===== src/rtl/sdram_frame_port.sv =====
// Streams a circular frame buffer from SDRAM ch1 into a read FIFO and interleaves plotter writes.
// One transaction at a time; fixed read latency and write gap, since the controller has no handshake.
module sdram_frame_port #(
  parameter logic [23:0] FRAME_BASE     = 24'h000000,
  parameter int          FRAME_WORDS    = 16384,
  parameter int          FIFO_DEPTH     = 16,
  parameter int          LOW_WATER      = 4,
  parameter int          READ_LATENCY   = 9,
  parameter int          WRITE_GAP      = 4,
  parameter int          STARTUP_CYCLES = 12160
) (
  input  logic                          clk,
  input  logic                          reset_n,
  input  logic                          frame_start,
  input  logic                          wr_valid,
  output logic                          wr_ready,
  input  logic [23:0]                   wr_addr,
  input  logic [15:0]                   wr_data,
  output logic [31:0]                   rd_data,
  output logic                          rd_valid,
  input  logic                          rd_pop,
  output logic [$clog2(FIFO_DEPTH):0]   fifo_level,
  output logic [23:0]                   ch1_addr,
  output logic [15:0]                   ch1_din,
  output logic                          ch1_req,
  output logic                          ch1_rnw,
  input  logic [31:0]                   ch1_dout
);

  localparam int AW = $clog2(FIFO_DEPTH);
  localparam int LW = AW + 1;
  localparam int IW = (FRAME_WORDS > 1) ? $clog2(FRAME_WORDS) : 1;
  localparam int CW = $clog2(STARTUP_CYCLES + READ_LATENCY + WRITE_GAP + 1);

  typedef enum logic [2:0] {
    ST_STARTUP,
    ST_IDLE,
    ST_REQ,
    ST_WAIT_RD,
    ST_WAIT_WR
  } state_t;

  state_t          state_q, state_d;
  logic [CW-1:0]   cnt_q, cnt_d;
  logic [IW-1:0]   idx_q, idx_d;
  logic            pend_q, pend_d;
  logic [23:0]     pend_addr_q, pend_addr_d;
  logic [15:0]     pend_data_q, pend_data_d;
  logic            discard_q, discard_d;
  logic            req_q, req_d;
  logic            rnw_q, rnw_d;
  logic [23:0]     addr_q, addr_d;
  logic [15:0]     din_q, din_d;
  logic [AW-1:0]   wr_ptr_q, wr_ptr_d;
  logic [AW-1:0]   rd_ptr_q, rd_ptr_d;
  logic [LW-1:0]   level_q, level_d;
  logic [31:0]     mem_q [FIFO_DEPTH];
  logic [31:0]     mem_d [FIFO_DEPTH];

  logic            fifo_full;
  logic            sel_wr;
  logic            wr_acc;
  logic            push;
  logic            pop;
  logic [IW:0]     idx_inc;
  logic [IW-1:0]   idx_next;
  logic [23:0]     rd_addr;

  assign fifo_full  = (level_q == LW'(FIFO_DEPTH));
  assign sel_wr     = pend_q && ((level_q >= LW'(LOW_WATER)) || fifo_full);
  assign wr_ready   = !pend_q && (state_q != ST_STARTUP);
  assign wr_acc     = wr_valid && wr_ready;
  assign pop        = rd_pop && (level_q != '0) && !frame_start;
  assign idx_inc    = {1'b0, idx_q} + (IW+1)'(1);
  assign idx_next   = (idx_inc == (IW+1)'(FRAME_WORDS)) ? '0 : idx_inc[IW-1:0];
  assign rd_addr    = FRAME_BASE + {{(23-IW){1'b0}}, idx_q, 1'b0};

  assign ch1_req    = req_q;
  assign ch1_rnw    = rnw_q;
  assign ch1_addr   = addr_q;
  assign ch1_din    = din_q;
  assign rd_data    = mem_q[rd_ptr_q];
  assign rd_valid   = (level_q != '0);
  assign fifo_level = level_q;

  always_comb begin
    state_d     = state_q;
    cnt_d       = cnt_q;
    idx_d       = idx_q;
    pend_d      = pend_q;
    pend_addr_d = pend_addr_q;
    pend_data_d = pend_data_q;
    discard_d   = discard_q;
    req_d       = 1'b0;
    rnw_d       = rnw_q;
    addr_d      = addr_q;
    din_d       = din_q;
    push        = 1'b0;

    case (state_q)
      ST_STARTUP: begin
        cnt_d = cnt_q + CW'(1);
        if (cnt_q == CW'(STARTUP_CYCLES - 1)) begin
          state_d = ST_IDLE;
          cnt_d   = '0;
        end
      end
      ST_IDLE: begin
        discard_d = 1'b0;
        // A restart cycle issues nothing so the next read starts cleanly at index 0.
        if (!frame_start) begin
          if (sel_wr || (fifo_full && pend_q)) begin
            req_d   = 1'b1;
            rnw_d   = 1'b0;
            addr_d  = pend_addr_q;
            din_d   = pend_data_q;
            pend_d  = 1'b0;
            state_d = ST_REQ;
          end else if (!fifo_full) begin
            req_d   = 1'b1;
            rnw_d   = 1'b1;
            addr_d  = rd_addr;
            idx_d   = idx_next;
            state_d = ST_REQ;
          end
        end
      end
      ST_REQ: begin
        cnt_d   = CW'(1);
        state_d = rnw_q ? ST_WAIT_RD : ST_WAIT_WR;
        if (frame_start && rnw_q) discard_d = 1'b1;
      end
      ST_WAIT_RD: begin
        cnt_d = cnt_q + CW'(1);
        if (frame_start) discard_d = 1'b1;
        if (cnt_q == CW'(READ_LATENCY - 1)) begin
          push    = !discard_q && !frame_start;
          state_d = ST_IDLE;
          cnt_d   = '0;
        end
      end
      ST_WAIT_WR: begin
        cnt_d = cnt_q + CW'(1);
        // Leave one cycle early: the IDLE decision cycle completes the gap.
        if (cnt_q >= CW'(WRITE_GAP - 2)) begin
          state_d = ST_IDLE;
          cnt_d   = '0;
        end
      end
      default: state_d = ST_STARTUP;
    endcase

    if (wr_acc) begin
      pend_d      = 1'b1;
      pend_addr_d = wr_addr;
      pend_data_d = wr_data;
    end
    if (frame_start) idx_d = '0;
  end

  always_comb begin
    mem_d    = mem_q;
    wr_ptr_d = wr_ptr_q;
    rd_ptr_d = rd_ptr_q;
    level_d  = level_q;
    if (frame_start) begin
      wr_ptr_d = '0;
      rd_ptr_d = '0;
      level_d  = '0;
    end else begin
      if (push) begin
        mem_d[wr_ptr_q] = ch1_dout;
        wr_ptr_d        = wr_ptr_q + AW'(1);
      end
      if (pop) rd_ptr_d = rd_ptr_q + AW'(1);
      case ({push, pop})
        2'b10:   level_d = level_q + LW'(1);
        2'b01:   level_d = level_q - LW'(1);
        default: level_d = level_q;
      endcase
    end
  end

  always_ff @(posedge clk) begin
    if (!reset_n) begin
      state_q     <= ST_STARTUP;
      cnt_q       <= '0;
      idx_q       <= '0;
      pend_q      <= 1'b0;
      pend_addr_q <= '0;
      pend_data_q <= '0;
      discard_q   <= 1'b0;
      req_q       <= 1'b0;
      rnw_q       <= 1'b1;
      addr_q      <= '0;
      din_q       <= '0;
      wr_ptr_q    <= '0;
      rd_ptr_q    <= '0;
      level_q     <= '0;
    end else begin
      state_q     <= state_d;
      cnt_q       <= cnt_d;
      idx_q       <= idx_d;
      pend_q      <= pend_d;
      pend_addr_q <= pend_addr_d;
      pend_data_q <= pend_data_d;
      discard_q   <= discard_d;
      req_q       <= req_d;
      rnw_q       <= rnw_d;
      addr_q      <= addr_d;
      din_q       <= din_d;
      wr_ptr_q    <= wr_ptr_d;
      rd_ptr_q    <= rd_ptr_d;
      level_q     <= level_d;
    end
  end

  always_ff @(posedge clk) begin
    mem_q <= mem_d;
  end

endmodule

===== config.mk =====
export PLATFORM = sky130hd
export DESIGN_NAME = sdram_frame_port
export DESIGN_NICKNAME = d
export VERILOG_FILES = /design/src/rtl/sdram_frame_port.sv
export SDC_FILE = /design/constraint.sdc
export NUM_CORES = 1
export LEC_CHECK = 0
export BUFFER_PORTS_ARGS = -buffer_cell sky130_fd_sc_hd__buf_2
export CORE_MARGIN = 5
export CORE_UTILIZATION = 30
export DETAILED_ROUTE_END_ITERATION = 7
export PLACE_DENSITY_LB_ADDON = 0.08
export SLEW_MARGIN = 20
export SYNTH_ARGS = -nofsm -noshare
export SYNTH_HDL_FRONTEND = slang
export SYNTH_SLANG_ARGS = --single-unit
export TNS_END_PERCENT = 1

===== constraint.sdc =====
create_clock -name clk -period 8.2 [get_ports clk]
set_clock_uncertainty 0.15 [all_clocks]
set_input_delay 1.64 -clock clk [delete_from_list [all_inputs] [get_ports clk]]
set_output_delay 1.64 -clock clk [all_outputs]
set_load 0.05 [all_outputs]

==> flow_summary.yaml, run 1 <==
logic_synthesis:
  syn_inst: 1402
  netlist_top_cells_area: "edfxtp_1 62%, mux4_2 15%, dfxtp_1 10%, nand2_1 1.9%, a21oi_1 1.6%"
  synth_seq_area_share_pct: 72.2
  synth_top_cell_by_area: "edfxtp_1"
  syn_area_um2: 24800
  synth_seq_cells: 640
  async_reset_ff_share_pct: 0
  netlist_top_cells_count: "512 x edfxtp_1, 160 x mux4_2, 129 x nand2_1, 128 x dfxtp_1, 79 x a21oi_1"
  synth_top_area_share_pct: 61.9
  synth-edff-count: 512
  syn_nets: 1494
  ys.warnings.count: 0
  synth-main-ff-cell: "edfxtp_1"
  yosysMostFrequentCell: "edfxtp_1"
  netlist-cell-type-count: 56
  synth_area_per_cell_um2: 17.7
clocking:
  insertion_delay_ps: 610
  cts_tree: "done"
  cts_max_path_buffers: 3
  cts_buffers: 75
  cts_root_buffer: "clkbuf_16"
  clk_pin_slew_ps: 50
  cts_sinks: 640
  h-tree-depth: 3
  holdBufCountCts: 0
  cts.repair.resized: 0
  cts_setup_buffers: 0
flow_run:
  maxCapViolCount: 0
setup_path:
  cpMostUsedCell: "mux4_2"
  critPathMaxStageDelay_ps: 820
  crit_required_ps: 6410
  worst_setup_path_start_kind: "flop"
  r2r_setup_slack_ps: 4710
  cp_max_fo: 44
  worstPathCellList: "buf_4, mux4_2, mux4_2, buf_2"
  slowest_stage: "buf_4"
  r2r_cells: 5
  critPathKind: "flop to primary output"
  endpoint_kind: "primary output"
  arrival_ps: 3440
floorplanning:
  coreArea_um2: 82100
  ioPinCount: 158
  initial_core_util_pct: 30.3
  die_h_um: 298
  die-area_um2: 88700
  die_w_um: 298
  placementRows: 105
pwr:
  peakVddDrop_uv: 143
  pwr_density_cell_nw_per_um2: 229
  p_leak_uw: 0.00938
grt:
  grt_use_total_pct: 14.2
  grt_overflow: 0
  grt_pass1_vias: 13900
  grt_pass1_wl_um: 94800
  grt_max_degree: 65
  antenna_found_initial: 8
placed_design:
  dp_slack_ps: 3440
  dpl.cell_count: 2581
  gp_congestion: 0.723
  portBuffers: 157
  dp_hpwl_um: 34300
layout:
  area_growth_pct: 18.5
  multi_input_area_um2: 6630
  final_nets: 1681
  final-seq-area_um2: 17900
  final_cells: 2722
  drive_gt1_share_pct: 29.3
  fillers: 7730
  finish.utilization_pct: 35.8
route:
  avgViaCountPerCell: 4.88
  drc: 0
  drt_iter0_markers: 785
  wire_per_inst_um: 23.5
  ant_nets: 0
  vias: 13300
  drtPass1Iterations: 5
  drt-total-wl_um: 64100
min_path:
  worst_hold_path_type: "flop to flop"
  min_path_cells: 2
status:
  status: "finished clean"
timing:
  timing.final.crit_share_pct: 63.7
  hold_violations: 0
  fmax_mhz: 191
  worstMarginPinSlew_ps: 1040
  setup_ws_ps: 2970
  slew_violations: 0
  period_needed_ps: 5230
  setup_tns_ps: 0
  rsz0062_at_grt: "false"
  setup_violations: 0
  relSlewSlack_pct: 30.7
  hold_ws_ps: 299
per-stage QoR:
stage	cell area [um^2]	total power (uW)
6_report	29400	6750
5_1_grt	29400	7020
4_1_cts	29400	6880
3_5_place_dp	27000	3640
3_3_place_gp	27000	3640
2_1_floorplan	24800	3590
worst paths after layout:
kind | startpoint | end
setup / recovery | rd_ptr_q[0]$_SDFFE_PP0P_ | rd_data[22]
setup reg to reg | cnt_q[7]$_SDFFE_PN0P_ | mem_q[219]$_DFFE_PP_
hold / removal | pend_data_q[15]$_SDFFE_PN0P_ | ch1_din[15]$_SDFFE_PN0P_
hold reg to reg | pend_data_q[15]$_SDFFE_PN0P_ | ch1_din[15]$_SDFFE_PN0P_
cells by family after synthesis:
kind of cell	Yosys count	synth area share (%)
DFF	640	72.2
and+or+nand+nor	300	5.65
muxes	181	15.4
AOI/OAI and AO/OA	153	3.82
buffers and inverters	98	1.63
xor gates and xnor gates	15	0.529
adders and majority gates	15	0.786
layout make-up:
class                           count  share of cell area, %
Tap cell                         1070                   4.55
Clock inverter                     41                   1.15
Multi-Input combinational cell    664                   22.5
Sequential cell                   640                   61.0
Timing Repair Buffer              193                   3.72
Antenna cell                        2                 0.0170
Inverter                           15                  0.191
Clock buffer                       97                   6.87
critical path: cells and delay by family (launching register included):
kind | cells | cell delay, ps
buffers and inverters | 2 | 1060
flip-flops | 1 | 640
multiplexers | 2 | 1120
routing by layer:
layer	global-route usage [%]	vias to the layer above	part of all wire (%)
met5	0	-	0.086
met4	3.63	8	1.9
met3	2.81	94	4.6
met2	23.9	246	49
met1	19.0	6961	44
li1	-	5977	-
sequential cells by signal, indices dropped and copies added, names as in the netlist:
| signal | flops |
|---|---|
| cnt_q | 14 |
| ch1_req | 1 |
| pend_q | 1 |
| discard_q | 1 |
| ch1_rnw | 1 |
| mem_q | 512 |
| idx_q | 14 |
| ch1_addr | 24 |
| wr_ptr_q | 4 |
| ch1_din | 16 |
| pend_data_q | 16 |
| rd_ptr_q | 4 |
| pend_addr_q | 24 |
| state_q | 3 |
| fifo_level | 5 |
power breakdown:
part	switching (uW)	total (uW)	internal (uW)
logic	51.9	68.8	16.9
clock network	1330	3180	1850
registers	2.46	3500	3500
total	1390	6750	5370
layout by cell type, fill, tap and decap left out, types with 17 or more instances in the layout:
master,n
a211oi_1,19
a21oi_1,79
buf_2,157
buf_4,33
clkbuf_1,17
clkbuf_16,76
clkinv_1,18
dfxtp_1,124
edfxtp_1,512
mux2i_1,20
mux4_2,160
nand2_1,129
nand3_1,22
nor2_1,47
nor3_1,17
Power figures use the tool's default switching activity.
==> run 2, diff against run 1 <==
--- a/config.mk
+++ b/config.mk
@@ -5,6 +5,7 @@
 export SDC_FILE = /design/constraint.sdc
 export NUM_CORES = 1
 export LEC_CHECK = 0
+export ABC_AREA = 1
 export BUFFER_PORTS_ARGS = -buffer_cell sky130_fd_sc_hd__buf_2
 export CORE_MARGIN = 5
 export CORE_UTILIZATION = 30
==> constraint.sdc (replaced) <==
create_clock -name clk -period 5.34 [get_ports clk]
set_clock_uncertainty 0.15 [all_clocks]
set_input_delay 1.068 -clock clk [delete_from_list [all_inputs] [get_ports clk]]
set_output_delay 1.068 -clock clk [all_outputs]
set_load 0.05 [all_outputs]
==> run 2 against run 1 <==
Setup slack worse by 2300 ps. Combinational power grew to 5.2 times the previous value. Hold slack improved by 11 ps. First-iteration DRC count up 32%. Synthesized cell count grew 49%. Sequential power rose by 56%. Register-to-register slack got worse by 2500 ps. Critical endpoint is now rd_data[20]. Non-clock buffer count up 3. Design area increased by 1.9%. Critical path depth grew 4. Utilization down 0.50 points.
==> flow_summary.yaml, run 2 <==
status:
  status: "finished clean"
placed_design:
  portBuffers: 157
  placed_area_um2: 27700
  dp_hpwl_um: 39900
  gp_congestion: 0.761
  dp_slack_ps: 1290
floorplanning:
  initial_core_util_pct: 30.2
  die_h_um: 302
  placementRows: 107
  coreArea_um2: 84900
  die_w_um: 302
  ioPinCount: 158
  die-area_um2: 91300
layout:
  largest_reg_flops: 512
  drive_gt1_share_pct: 15.3
  final_common_cell: "edfxtp_1"
  final_nets: 2320
  fillers: 8415
  fin_area_um2: 30000
  regMostFlops: "mem_q"
  area_growth_pct: 17.2
  final_cell_mix: "512 x edfxtp_1, 336 x nor2_1, 204 x nand2_1"
grt:
  grt_pass1_wl_um: 108000
  grt_max_degree: 145
  grt_pass1_vias: 16500
  grt_use_total_pct: 15.6
  grt_overflow: 0
  antenna_found_initial: 5
logic_synthesis:
  netlist_top_cells_count: "512 x edfxtp_1, 352 x nor2_1, 204 x nand2_1, 202 x o21ai_0, 128 x dfxtp_1"
  netlist_top_cells_area: "edfxtp_1 60%, dfxtp_1 10%, nor2_1 5.2%, o21ai_0 3.9%, nand2_1 3.0%"
  syn_inst: 2090
  synth_top_area_share_pct: 60.1
  synth_seq_cells: 640
  async_reset_ff_share_pct: 0
  syn_area_um2: 25600
  ys.warnings.count: 0
  syn_nets: 2182
  yosysMostFrequentCell: "edfxtp_1"
  netlist-cell-type-count: 45
  synth-edff-count: 512
  synth_top_cell_by_area: "edfxtp_1"
  synth_seq_area_share_pct: 70.1
  synth_area_per_cell_um2: 12.2
  synth-main-ff-cell: "edfxtp_1"
clocking:
  cts_sinks: 640
  cts.repair.resized: 0
  insertion_delay_ps: 630
  holdBufCountCts: 0
  h-tree-depth: 3
  cts_tree: "done"
  cts_setup_buffers: 0
  cts_buffers: 74
  cts_root_buffer: "clkbuf_16"
  clk_pin_slew_ps: 60
  cts_max_path_buffers: 3
min_path:
  worst_hold_path_type: "flop to flop"
route:
  drc: 0
  ant_nets: 0
  avgViaCountPerCell: 4.85
  drt-total-wl_um: 72100
  drt_iter0_markers: 1034
  wire_per_inst_um: 21.0
  drtPass1Iterations: 5
  vias: 16600
setup_path:
  critPathKind: "flop to primary output"
  cp_max_fo: 81
  endpoint_kind: "primary output"
  crit_required_ps: 4120
  worst_setup_path_start_kind: "flop"
  arrival_ps: 3430
timing:
  rsz0062_at_grt: "false"
  hold_violations: 0
  slew_violations: 0
  setup_ws_ps: 689
  relSlewSlack_pct: 29.1
  timing.final.crit_share_pct: 87.1
  setup_violations: 0
  worstMarginPinSlew_ps: 1060
  fmax_mhz: 215
  period_needed_ps: 4650
  setup_tns_ps: 0
pwr:
  pwr_density_cell_nw_per_um2: 358
  peakVddDrop_uv: 212
  p_leak_uw: 0.00968
  p_total_uw: 10700
flow_run:
  maxCapViolCount: 0
==> run 2: changes by cell type after synthesis, sizes merged, moves of 19 or more <==
cell | before | now
a211oi | 20 | 1
buf | 28 | 60
clkbuf | 55 | 74
inv | 15 | 48
mux2i | 20 | 73
mux4 | 160 | 0
nand2 | 129 | 208
nand3 | 22 | 97
nor2 | 59 | 361
o211ai | 0 | 62
o21ai | 9 | 208
o221ai | 0 | 66
o32ai | 0 | 25
==> run 2: path summary, 6_finish.rpt <==
check,endpoint,startpoint,slack [ps],cells after the start
worst max-delay path,rd_data[20],rd_ptr_q[0]$_SDFFE_PP0P_,690,8
worst min-delay path,pend_addr_q[4]$_SDFFE_PN0P_,pend_addr_q[4]$_SDFFE_PN0P_,310,2
worst max register to register,mem_q[431]$_DFFE_PP_,state_q[2]$_SDFFE_PN0P_,2260,10
worst min register to register,pend_addr_q[4]$_SDFFE_PN0P_,pend_addr_q[4]$_SDFFE_PN0P_,310,2
==> run 2: kinds of logic (layout without fill, tap and decap cells) <==
family          count (synthesis)  after routing  share of synthesized area, %
mux                            73             73                          2.85
simple gates                  689            689                          11.0
other cells                     0              2                             0
buf+inv                       186            378                          3.35
flops                         640            640                          70.1
fa+ha+maj                      15             15                         0.763
compound gates                465            465                          11.2
xor+xnor                       22             22                         0.753
==> run 2: worst max-delay path, cell delays in order (launching register included) <==
cell      delay (ps)
dfxtp_4          510
inv_6            110
buf_4            790
buf_4            440
nor2_1           100
o221ai_1         210
nand3_1          210
nand2_1          140
buf_2            270
==> run 2: final cells by class <==
cell class                 instances  area, um^2  area share [%]
timing repair buffer             196        1150            3.85
clock inverter                    33         333            1.11
multi-input combinational       1264        6920            23.1
tap                             1144        1430            4.77
clock buffer                      97        2000            6.67
inverter                          52         201           0.672
sequential                       640       17900            59.8
antenna                            2        5.00          0.0167
==> run 2: where the power goes <==
part           internal [uW]  switching, uW  leakage (uW)
logic                   93.5            264       0.00291
clock network           2890           2030       0.00113
registers               5420           38.1       0.00564
total                   8400           2330       0.00968
==> run 2: per-layer routing <==
layer	global-route usage [%]	up-vias	share of wire, %
li1	-	7934	-
met1	20.8	8266	45
met2	26.1	327	48
met3	3.06	106	4.2
met4	4.04	2	2.3
met5	0	-	0.028
==> run 2: per-stage QoR <==
| step | hold WS, ps | instances | utilization (%) |
|---|---|---|---|
| after floorplan | 287 | 2090 | - |
| after global placement | 298 | 3296 | 32.6 |
| after detailed placement | 301 | 3296 | 32.6 |
| after CTS | 309 | 3426 | 35.3 |
| after global routing | 329 | 3427 | 35.3 |
| final | 310 | 3428 | 35.3 |
==> run 3, diff against run 2 <==
--- a/config.mk
+++ b/config.mk
@@ -11,6 +11,7 @@
 export CORE_UTILIZATION = 30
 export DETAILED_ROUTE_END_ITERATION = 7
 export PLACE_DENSITY_LB_ADDON = 0.08
+export REMOVE_ABC_BUFFERS = 1
 export SLEW_MARGIN = 20
 export SYNTH_ARGS = -nofsm -noshare
 export SYNTH_HDL_FRONTEND = slang
==> run 3 against run 2 <==
Routed wire length increased by 0.26%. First-iteration DRC count increased by 1.7%. Critical path depth decreased by 2. Global-route usage increased by 0.12 points. Hold slack got worse by 4.7 ps. Critical path type unchanged. Critical endpoint is now rd_data[17]. Largest cell class unchanged.
==> flow_summary.yaml, run 3 (synthesized netlist as in run 2, its figures left out) <==
status:
  status: "finished clean"
pwr:
  peakVddDrop_uv: 199
  swShare_pct: 22.2
  net-switching-power_uw: 2370
  p_comb_share_pct: 3.5
  power.internal_uw: 8290
  pwr_density_cell_nw_per_um2: 354
  p_seq_share_pct: 51.2
  clockPowerShare_pct: 45.3
  p_leak_uw: 0.00969
layout:
  area_growth_pct: 17.6
  regMostFlops: "mem_q"
  largest_reg_flops: 512
  final_cell_mix: "512 x edfxtp_1, 336 x nor2_1, 204 x nand2_1"
  drive_gt1_share_pct: 14.9
  final_nets: 2316
  fillers: 8403
  final_common_cell: "edfxtp_1"
  final_cells: 3431
  finish.utilization_pct: 35.5
clocking:
  cts_max_path_buffers: 3
  cts_sinks: 640
  cts_setup_buffers: 0
  cts.repair.resized: 0
  h-tree-depth: 3
  cts_root_buffer: "clkbuf_16"
  clk_pin_slew_ps: 60
  insertion_delay_ps: 610
  cts_tree: "done"
  cts_buffers: 75
  holdBufCountCts: 0
floorplanning:
  die_w_um: 302
  initial_core_util_pct: 30.2
  placementRows: 107
  die_h_um: 302
  ioPinCount: 158
  coreArea_um2: 84900
  die-area_um2: 91300
setup_path:
  crit_required_ps: 4120
  endpoint_kind: "primary output"
  worst_setup_path_start_kind: "flop"
  arrival_ps: 3170
  cp_max_fo: 143
  critPathKind: "flop to primary output"
timing:
  hold_ws_ps: 305
  period_needed_ps: 4390
  rsz0062_at_grt: "false"
  slew_violations: 0
  hold_violations: 0
  timing.final.crit_share_pct: 82.2
  fmax_mhz: 228
  relSlewSlack_pct: 31.7
  setup_violations: 0
  worstMarginPinSlew_ps: 1020
grt:
  grt_overflow: 0
  grt_use_total_pct: 15.7
  grt_pass1_vias: 17000
  antenna_found_initial: 8
  grt_max_degree: 144
  grt_pass1_wl_um: 109000
route:
  drtPass1Iterations: 5
  avgViaCountPerCell: 4.86
  wl_met3_um: 3780
  drc: 0
  met2_length_um: 33500
  drt-total-wl_um: 72300
  ant_nets: 0
  drt_iter0_markers: 1052
  highest_layer: "met5"
  vias: 16700
  wire_per_inst_um: 21.1
  wl_met1_um: 33100
placed_design:
  dpl.cell_count: 3291
  portBuffers: 157
  gp_congestion: 0.729
  dp_hpwl_um: 41600
min_path:
  worst_hold_path_type: "flop to flop"
flow_run:
  maxCapViolCount: 0
==> run 3: changes by cell type in the layout (fill, tap and decap cells not counted), moves of 2 or more <==
cell | before | now
buf_12 | 6 | 13
buf_4 | 33 | 18
clkbuf_8 | 2 | 6
diode_2 | 2 | 5
clkinv_4 | 2 | 0
clkinv_1 | 10 | 14
clkbuf_1 | 19 | 24
bufinv_16 | 5 | 1
clkinvlp_4 | 3 | 0
clkinv_16 | 0 | 2
buf_16 | 0 | 3
==> run 3: per-stage QoR <==
step           worst slack (ps)  area (um^2)  power, uW  TNS, ps
6_report                    951        30100      10700        0
3_5_place_dp               1520        27800       5940        0
2_1_floorplan             -5520        24900       5750  -181170
3_3_place_gp               1560        27600       5930        0
5_1_grt                     804        30100      11100        0
4_1_cts                     891        30100      10800        0
==> run 3: cell type report <==
class	count	area (um^2)	area share (%)
repair buffers	191	1260	4.20
clock buffers	106	2070	6.89
clock inverters	29	239	0.794
diodes	5	12.5	0.0416
multi-input cells	1264	6920	23.0
well taps	1144	1430	4.76
inverters	52	201	0.669
flip-flops and latches	640	17900	59.6
==> run 3: path summary, 6_finish.rpt <==
path	startpoint	endpoint	slack [ps]	depth (start not counted)
worst min-delay path	pend_data_q[15]$_SDFFE_PN0P_	pend_data_q[15]$_SDFFE_PN0P_	310	2
worst max register to register	state_q[2]$_SDFFE_PN0P_	mem_q[314]$_DFFE_PP_	2270	10
worst min register to register	pend_data_q[15]$_SDFFE_PN0P_	pend_data_q[15]$_SDFFE_PN0P_	310	2
worst max-delay path	rd_ptr_q[0]$_SDFFE_PP0P_	rd_data[17]	950	6
==> run 3: power by group through the flow <==
stage | Combinational (uW) | Clock (uW) | Sequential (uW)
4_1_cts | 381 | 5000 | 5450
3_5_place_dp | 380 | 0 | 5560
6_report | 373 | 4830 | 5450
5_1_grt | 417 | 5210 | 5460
3_3_place_gp | 373 | 0 | 5560
2_1_floorplan | 161 | 0 | 5590
==> run 3: worst max-delay path, stage by stage, from the launching register on <==
cell,delay (ps)
dfxtp_4,640
buf_12,590
o21ai_0,200
o221ai_1,340
nand3_1,190
nand2_1,180
buf_2,290
==> run 3: metal layers <==
metal  up-vias  GRT usage [%]
met3       109           3.57
met2       350           25.4
met4         6           4.54
met1      8273           21.2
li1       7929              -
met5         -              0
